## src/rtl/uart_tx_if.sv

```systemverilog
// Word handshake between the host-side logic and the UART transmitter.
// Ports: tx_valid/tx_data from the host (master), tx_ready from the transmitter (slave).
interface uart_tx_if #(
    parameter int DBITS = 8
);
    logic             tx_valid;
    logic             tx_ready;
    logic [DBITS-1:0] tx_data;

    modport master (
        output tx_valid,
        output tx_data,
        input  tx_ready
    );

    modport slave (
        input  tx_valid,
        input  tx_data,
        output tx_ready
    );
endinterface

```

## src/rtl/uart_tx_param.sv

```systemverilog
// Parametrised UART transmitter: start, DBITS data (LSB first), optional parity, 1/2 stop bits.
// Ports: sysclk, rst (sync, active high), baudx16_en strobe, parity_mode, stop2,
//        tx (uart_tx_if.slave: tx_valid/tx_ready/tx_data), txd, tx_busy,
//        break_req (only when UART_TX_BREAK_EN is defined).
module uart_tx_param #(
    parameter int DBITS      = 8,
    parameter int OVERSAMPLE = 16
) (
    input  logic       sysclk,
    input  logic       rst,
    input  logic       baudx16_en,
    input  logic [1:0] parity_mode,
    input  logic       stop2,
`ifdef UART_TX_BREAK_EN
    input  logic       break_req,
`endif
    uart_tx_if.slave   tx,
    output logic       txd,
    output logic       tx_busy
);

    localparam int TW = $clog2(OVERSAMPLE);
    localparam int BW = 4;
    localparam logic [TW-1:0] TICK_LAST = TW'(OVERSAMPLE - 1);
    localparam logic [BW-1:0] DATA_LAST = BW'(DBITS - 1);

    typedef enum logic [2:0] {
        S_IDLE,
        S_START,
        S_DATA,
        S_PARITY,
        S_STOP,
        S_BREAK,
        S_BRKREC
    } state_t;

    state_t           state;
    state_t           state_n;
    logic [TW-1:0]    tick_cnt;
    logic [BW-1:0]    bit_cnt;
    logic [DBITS-1:0] shreg;
    logic             par_bit;
    logic             par_en;
    logic             two_stop;
    logic             txd_n;
    logic             busy_n;
    logic             tick_done;
    logic             accept;

    assign tick_done = baudx16_en && (tick_cnt == TICK_LAST);

`ifdef UART_TX_BREAK_EN
    // A pending break blocks the handshake so break always wins in IDLE.
    assign tx.tx_ready = (state == S_IDLE) & ~rst & ~break_req;
`else
    assign tx.tx_ready = (state == S_IDLE) & ~rst;
`endif

    assign accept = tx.tx_valid & tx.tx_ready;

    // State register; txd/tx_busy are registered from the next-state outputs.
    always_ff @(posedge sysclk) begin
        if (rst) begin
            state   <= S_IDLE;
            txd     <= 1'b1;
            tx_busy <= 1'b0;
        end else begin
            state   <= state_n;
            txd     <= txd_n;
            tx_busy <= busy_n;
        end
    end

    // Next-state logic
    always_comb begin
        state_n = state;
        unique case (state)
            S_IDLE: begin
`ifdef UART_TX_BREAK_EN
                if (break_req)
                    state_n = S_BREAK;
                else if (accept)
                    state_n = S_START;
`else
                if (accept)
                    state_n = S_START;
`endif
            end
            S_START: begin
                if (tick_done)
                    state_n = S_DATA;
            end
            S_DATA: begin
                if (tick_done && bit_cnt == DATA_LAST)
                    state_n = par_en ? S_PARITY : S_STOP;
            end
            S_PARITY: begin
                if (tick_done)
                    state_n = S_STOP;
            end
            S_STOP: begin
                if (tick_done && (!two_stop || bit_cnt == BW'(1)))
                    state_n = S_IDLE;
            end
`ifdef UART_TX_BREAK_EN
            S_BREAK: begin
                if (!break_req)
                    state_n = S_BRKREC;
            end
            S_BRKREC: begin
                if (tick_done)
                    state_n = S_IDLE;
            end
`endif
            default: state_n = S_IDLE;
        endcase
    end

    // Output logic, evaluated for the state being entered.
    always_comb begin
        txd_n  = 1'b1;
        busy_n = (state_n != S_IDLE);
        unique case (state_n)
            S_START:  txd_n = 1'b0;
            // On a data bit boundary the register shifts this edge, so look one bit ahead.
            S_DATA:   txd_n = (state == S_DATA && tick_done) ? shreg[1] : shreg[0];
            S_PARITY: txd_n = par_bit;
            S_BREAK:  txd_n = 1'b0;
            default:  txd_n = 1'b1;
        endcase
    end

    // Datapath: frame latch, shift register and bit-timing counters.
    always_ff @(posedge sysclk) begin
        if (rst) begin
            tick_cnt <= '0;
            bit_cnt  <= '0;
            shreg    <= '0;
            par_bit  <= 1'b0;
            par_en   <= 1'b0;
            two_stop <= 1'b0;
        end else begin
            if (accept) begin
                shreg    <= tx.tx_data;
                // 01 odd, 10 even: enabled exactly when the two bits differ.
                par_en   <= ^parity_mode;
                par_bit  <= parity_mode[0] ? ~^tx.tx_data : ^tx.tx_data;
                two_stop <= stop2;
            end else if (state == S_DATA && tick_done) begin
                shreg <= shreg >> 1;
            end

            // Every state entry starts a fresh bit time.
            if (state == S_IDLE || state_n != state || tick_done)
                tick_cnt <= '0;
            else if (baudx16_en)
                tick_cnt <= tick_cnt + 1'b1;

            if (state_n != state)
                bit_cnt <= '0;
            else if (tick_done)
                bit_cnt <= bit_cnt + 1'b1;
        end
    end

endmodule
```

## src/flat_wrapper.sv

```systemverilog
// flat-port wrapper written by rule: the top's interface ports become plain ports
module uart_tx_param_flat 
#(
    parameter int DBITS      = 8,
    parameter int OVERSAMPLE = 16
)
  (sysclk, rst, baudx16_en, parity_mode, stop2, txd, tx_busy, tx_tx_valid, tx_tx_data, tx_tx_ready);
  uart_tx_if #(.DBITS(DBITS)) tx_i ();
  input  logic sysclk;
  input  logic rst;
  input  logic baudx16_en;
  input  logic [1:0] parity_mode;
  input  logic stop2;
  output logic txd;
  output logic tx_busy;
  input wire logic [$bits(tx_i.tx_valid)-1:0] tx_tx_valid;
  input wire logic [$bits(tx_i.tx_data)-1:0] tx_tx_data;
  output wire logic [$bits(tx_i.tx_ready)-1:0] tx_tx_ready;
  assign tx_i.tx_valid = tx_tx_valid;
  assign tx_i.tx_data = tx_tx_data;
  assign tx_tx_ready = tx_i.tx_ready;
  uart_tx_param #(.DBITS(DBITS), .OVERSAMPLE(OVERSAMPLE)) u_core (.sysclk(sysclk), .rst(rst), .baudx16_en(baudx16_en), .parity_mode(parity_mode), .stop2(stop2), .tx(tx_i), .txd(txd), .tx_busy(tx_busy));
endmodule
```

## config.mk

```make
export PLATFORM = sky130hd
export DESIGN_NAME = uart_tx_param_flat
export DESIGN_NICKNAME = d
export VERILOG_FILES = /design/src/rtl/uart_tx_if.sv /design/src/rtl/uart_tx_param.sv /design/src/flat_wrapper.sv
export SDC_FILE = /design/constraint.sdc
export NUM_CORES = 1
export LEC_CHECK = 0
export CORE_AREA = 5 5 61 63
export DETAILED_ROUTE_END_ITERATION = 16
export DIE_AREA = 0 0 66 68
export DONT_BUFFER_PORTS = 1
export GPL_TIMING_DRIVEN = 0
export PLACE_DENSITY = 0.65
export RECOVER_POWER = 25
export SLEW_MARGIN = 20
export SYNTH_ARGS = -nofsm -noshare
export SYNTH_HDL_FRONTEND = slang
export SYNTH_SLANG_ARGS = --single-unit
```

## constraint.sdc

```tcl
create_clock -name sysclk -period 2 [get_ports sysclk]
set_input_delay 0.4 -clock sysclk [delete_from_list [all_inputs] [get_ports sysclk]]
set_output_delay 0.4 -clock sysclk [all_outputs]
set_load 0.02 [all_outputs]
```

==> flow_summary_export.csv, run 1 <==
group,metric,value,unit
status,status,"completed",
clocking,clock_latency,0.32,ns
critical_path,crit_type,"reg -> reg",
route,dr.pass1.iters,4,
sta,post-route-period-util,0.905,
clocking,cts_root_buffer,"clkbuf_4",
critical_path,arrival,2.03,ns
logic_synthesis,postSynthNetCount,160,
route,postRouteAntennaNets,0,
finish,final_cell_mix,"dfxtp_1, nor2_1, nand2_1",
critical_path,worstRegToRegCells,6,
critical_path,r2r-end,"u_core.tx_busy",
sta,hold-worst-slack,0.198,ns
critical_path,cp.required,2.22,ns
critical_path,start_kind,"flip-flop",
hold_path,hp-class,"in -> reg",
hold_path,hold_depth,2,
floorplan,core-area,3180,um^2
finish,final_common_cell,"dfxtp_1",
route,vias,1014,
flow_run,drv_cap,0,
global_routing,grt_pass1_vias,953,
logic_synthesis,synth.largest_area_cell,"dfxtp_1",
logic_synthesis,synth_flop_cell,"dfxtp_1",
finish,n_fill_cell,317,
hold_path,whs_endpoint,"u_core.two_stop",
logic_synthesis,ys_ff_latch,24,
logic_synthesis,syn_inst,142,
route,via_per_inst,5.28,
logic_synthesis,yosysWarningCount,0,
floorplan,die_h,68,um
critical_path,r2r-start,"u_core.tick_cnt[0]",
logic_synthesis,async_flop_share,0,
global_routing,grt_pass1_wl,4.42,mm
sta,finalHoldViolCount,0,
logic_synthesis,synth_top_area_share,0.361,
placement,dpl.hpwl,2.05,mm
finish,areaGrowthSynthToFinish,7.51,%
global_routing,grt_use_total,0.131,
route,drc,0,
floorplan,die-area,4490,um^2
logic_synthesis,yosysSeqAreaShare,0.361,
clocking,cts_hold_buf,0,
clocking,htree_levels,1,
sta,rsz0062_at_grt,"false",
logic_synthesis,netlist_top_cells_area,"dfxtp_1, xnor2_1, nor2_1",
floorplan,die_w,66,um
sta,slew_headroom,0.619,
critical_path,r2r_slack,0.19,ns
route,drt-initial-drc-count,25,
sta,fmaxAchievable,0.552,GHz
floorplan,ios,18,
finish,diodes,0,
power,finalPower,895,uW
route,wl_per_cell,14.1,um
critical_path,end_kind,"flip-flop",
logic_synthesis,syn-cell-area,1330,um^2
hold_path,min_from,"stop2",
finish,post_route_cells_drive_above_1_share,0.192,
sta,period_needed,1.81,ns
route,drt_wl_total,2.71,mm
clocking,cts_buffer_depth,2,
global_routing,grt_max_degree,14,
logic_synthesis,synth_edf_count,0,
global_routing,antenna_found_initial,0,
clocking,path_clk_slew,0.13,ns
clocking,clock-sinks,24,
sta,worst_pin_slew,0.567,ns
global_routing,grt-ovfl-total,0,
sta,slew_viol_final,0,
power,irDropWorstVdd,306,uV
sta,finalSetupViolCount,0,
sta,tns,0,ns
sta,fin_worst_skew,0.00591,ns
placement,port_buffers,0,
clocking,cts_setup_buffers,0,
logic_synthesis,synth_cell_type_count,45,
power,cellLeakagePower,0.000501,uW
power,powerDensity,625,nW/um^2
clocking,cts_tree,"done",
floorplan,num_rows,21,
finish,finalNetCount,165,
logic_synthesis,syn_area_per_cell,9.38,um^2
placement,place.gp.congestion,0.778,
clocking,cts_buffers,3,
critical_path,crit_path_max_fanout,10,
floorplan,floorplan.initialDensity,0.419,
power breakdown:
| group | internal (uW) | leakage (uW) | switching [uW] |
|---|---|---|---|
| clock network | 111 | 0.0000210 | 145 |
| logic | 58.7 | 0.000285 | 64.2 |
| registers | 500 | 0.000196 | 15.7 |
| total | 670 | 0.000501 | 225 |
final cells by class:
cell class	instances	area, um^2	area share
Inverter	2	7.51	0.00524
Sequential cell	24	480	0.335
Buffer	9	72.6	0.0507
Tap cell	46	57.6	0.0402
Multi-Input combinational cell	107	778	0.543
Clock buffer	4	36.3	0.0253
worst max-delay path, cell delays in order, from the launching register on:
cell and delay, ns:
dfxtp_1 0.41, ha_1 0.23, and4_1 0.24, clkbuf_4 0.22
nand3_1 0.09, a22o_1 0.23, a221oi_1 0.30
Yosys cell counts, types with 2 or more instances:
cell	instances
buf_6	3
a211oi_2	4
a21oi_1	7
dfxtp_1	24
xor2_1	5
nor2_1	17
nor3_1	4
nand3_1	4
a311oi_2	4
nand2_1	15
ha_1	3
a22oi_1	2
nand4_1	2
mux2i_1	3
o21ai_1	3
buf_4	2
clkbuf_4	2
and2_1	2
xnor2_1	10
worst max-delay path by stage:
stage / from / to / slack, ns
2_1_floorplan: rst / u_core.tick_cnt[2] / 0.28
3_3_place_gp: rst / u_core.shreg[7] / 0.07
3_5_place_dp: rst / u_core.shreg[3] / 0.04
4_1_cts: u_core.state[1] / u_core.shreg[3] / 0.04
5_1_grt: u_core.tick_cnt[0] / u_core.tx_busy / 0.03
6_report: u_core.tick_cnt[0] / u_core.tx_busy / 0.19
registers in the layout (all words and copies together), names as in the netlist:
signal / flops
u_core.two_stop: 1
u_core.shreg: 8
u_core.tick_cnt: 4
u_core.state: 3
u_core.par_bit: 1
u_core.txd: 1
u_core.par_en: 1
u_core.bit_cnt: 4
u_core.tx_busy: 1
per-stage QoR:
step                      utilization  instance area (um^2)  cells  setup slack [ns]
after global routing            0.451                  1430    192            0.0272
final                           0.451                  1430    192             0.189
after CTS                       0.449                  1430    192            0.0432
after floorplan                     -                  1330    142             0.277
after detailed placement        0.437                  1390    188            0.0406
after global placement          0.437                  1390    188            0.0727
kinds of logic after synthesis:
logic type,count (synthesis),synth area share
AOI/OAI and AO/OA,27,0.174
xor gates and xnor gates,15,0.0986
adders and majority gates,3,0.0282
buffers and inverters,11,0.0601
DFF,24,0.361
muxes,3,0.0225
and+or+nand+nor,59,0.256
repair_timing:
item | CTS | global route
endpoints found under the hold margin | 0 | 0
resized for setup | 0 | 1
endpoints found under the setup margin | 0 | 8
routing by layer:
metal	track usage	share of wire	wire (um)	vias to the layer above
li1	-	-	-	513
met1	0.155	0.44	1190	478
met2	0.225	0.49	1340	18
met3	0.0378	0.055	149	5
met4	0.0533	0.014	37	0
met5	0	0	0	-
(Power assumes the default switching activity.)
==> run 2, diff against run 1 <==
- DONT_BUFFER_PORTS: 1 -> default
- PLACE_DENSITY: 0.65 -> 0.72
- TNS_END_PERCENT: default -> 20
==> flow_summary_export.csv, run 2 (synthesis results as in run 1) <==
group,metric,value,unit
sta,slew_viol_final,0,
sta,slew_headroom,0.617,
critical_path,critical-path-slowest-cell,"dlygate4sd2_1",
floorplan,floorplan.initialDensity,0.419,
sta,worst_pin_slew,0.575,ns
finish,n_fill_cell,302,
clocking,clock_latency,0.32,ns
placement,port_buffers,15,
finish,seq_area,480,um^2
route,drt_wl_total,2.68,mm
sta,tns,0,ns
clocking,cts_buffer_depth,2,
route,via_per_inst,5.15,
finish,post_route_cells_drive_above_1_share,0.168,
clocking,cts_hold_buf,0,
clocking,cts_setup_buffers,0,
finish,diodes,0,
floorplan,ios,18,
critical_path,start_kind,"flip-flop",
critical_path,crit_type,"reg -> out",
finish,largest-register,"u_core.shreg",
power,powerDensity,645,nW/um^2
clocking,htree_levels,1,
route,wl_per_cell,12.9,um
finish,finalInstanceArea,1590,um^2
global_routing,antenna_found_initial,0,
route,drt-initial-drc-count,48,
status,status,"completed",
critical_path,cp.required,1.60,ns
critical_path,end_kind,"output pin",
placement,dpl.hpwl,2.04,mm
critical_path,crit_chain,"buf_6 -> nor4_4 -> dlygate4sd2_1",
global_routing,grt_use_total,0.135,
floorplan,num_rows,21,
finish,reg_top3,"u_core.shreg (8), u_core.bit_cnt (4), u_core.tick_cnt (4)",
finish,finalNetCount,180,
sta,fin_worst_skew,0.0103,ns
flow_run,drv_cap,0,
sta,rsz0062_at_grt,"false",
global_routing,grt_pass1_wl,4.77,mm
clocking,cts_root_buffer,"clkbuf_4",
sta,post-route-period-util,0.939,
clocking,cts_buffers,3,
global_routing,grt-ovfl-total,0,
power,irDropWorstVdd,573,uV
route,vias,1067,
sta,period_needed,1.88,ns
placement,place.gp.congestion,0.803,
finish,largest_reg_flops,8,
clocking,path_clk_slew,0.14,ns
route,dr.pass1.iters,4,
critical_path,path_buf_inv,2,
route,postRouteAntennaNets,0,
finish,post-route-util,0.501,
critical_path,path_delay_family,"buffers and inverters",
placement,dp_cells,203,
floorplan,core-area,3180,um^2
finish,final_common_cell,"dfxtp_1",
critical_path,cpPeakStageDelay,0.37,ns
sta,finalSetupViolCount,0,
global_routing,grt_pass1_vias,1145,
sta,fmaxAchievable,0.533,GHz
hold_path,hp-class,"in -> reg",
placement,placed_area,1540,um^2
sta,finalHoldViolCount,0,
power,cellLeakagePower,0.000567,uW
power,finalPower,1030,uW
global_routing,grt_max_degree,15,
clocking,clock-sinks,24,
floorplan,die_w,66,um
finish,multi_input_area,777,um^2
clocking,cts_tree,"done",
floorplan,die-area,4490,um^2
critical_path,crit_path_max_fanout,10,
finish,areaGrowthSynthToFinish,19.6,%
critical_path,arrival,1.48,ns
floorplan,die_h,68,um
finish,final_cell_mix,"dfxtp_1, nor2_1, nand2_1",
route,drc,0,
finish,instances_no_fill,207,
run 2: cell types whose count changed in the layout (fill, tap and decap cells not counted), sizes merged:
cell | previous run | this run
buf | 6 | 5
bufinv | 0 | 1
clkdlybuf4s50 | 0 | 13
dlygate4sd2 | 0 | 1
dlygate4sd3 | 0 | 1
run 2: layer usage:
metal | track usage | wire length (um)
met5 | 0 | 0
met2 | 0.254 | 1350
met1 | 0.144 | 1140
met4 | 0.0431 | 40
met3 | 0.0427 | 145
run 2: power by group:
group	total (uW)	internal (uW)	switching, uW	leakage [uW]
combinational	161	83.6	77.1	0.000343
sequential	511	500	10.9	0.000196
clock	357	203	154	0.0000279
run 2: worst reg2reg max path, cell delays in order (launching register included):
cell      delay, ns
dfxtp_1        0.40
ha_1           0.22
nand4_2        0.20
nor4_4         0.45
nand2_1        0.15
a311oi_2       0.29
run 2: layout make-up:
type                            instances  area share
Multi-Input combinational cell        107       0.487
Inverter                                2     0.00471
Sequential cell                        24       0.301
Buffer                                  9      0.0440
Clock buffer                            3      0.0141
Clock inverter                          1      0.0188
Timing Repair Buffer                   15      0.0934
Tap cell                               46      0.0361
run 2: metrics by stage:
stage | hold slack [ns] | setup WS, ns
floorplan | 0.437 | 0.277
global placement | 0.458 | 0.0639
detailed placement | 0.455 | 0.0762
CTS | 0.309 | 0.0131
global route | 0.320 | 0.0399
finish | 0.328 | 0.123
run 2: final timing paths:
check	from	endpoint	slack (ns)	cells after the start
hold / removal	rst	u_core.shreg[2]	0.33	2
hold reg to reg	u_core.two_stop	u_core.two_stop	0.47	2
setup reg to reg	u_core.tick_cnt[0]	u_core.shreg[5]	0.23	5
setup / recovery	u_core.state[1]	tx_tx_ready	0.12	3
run 2: repair_timing:
item | 4_1_cts | 5_1_grt
pin swaps | 0 | 0
gates cloned | 0 | 0
setup endpoints to repair | 1 | 1
gates resized for setup | 1 | 1
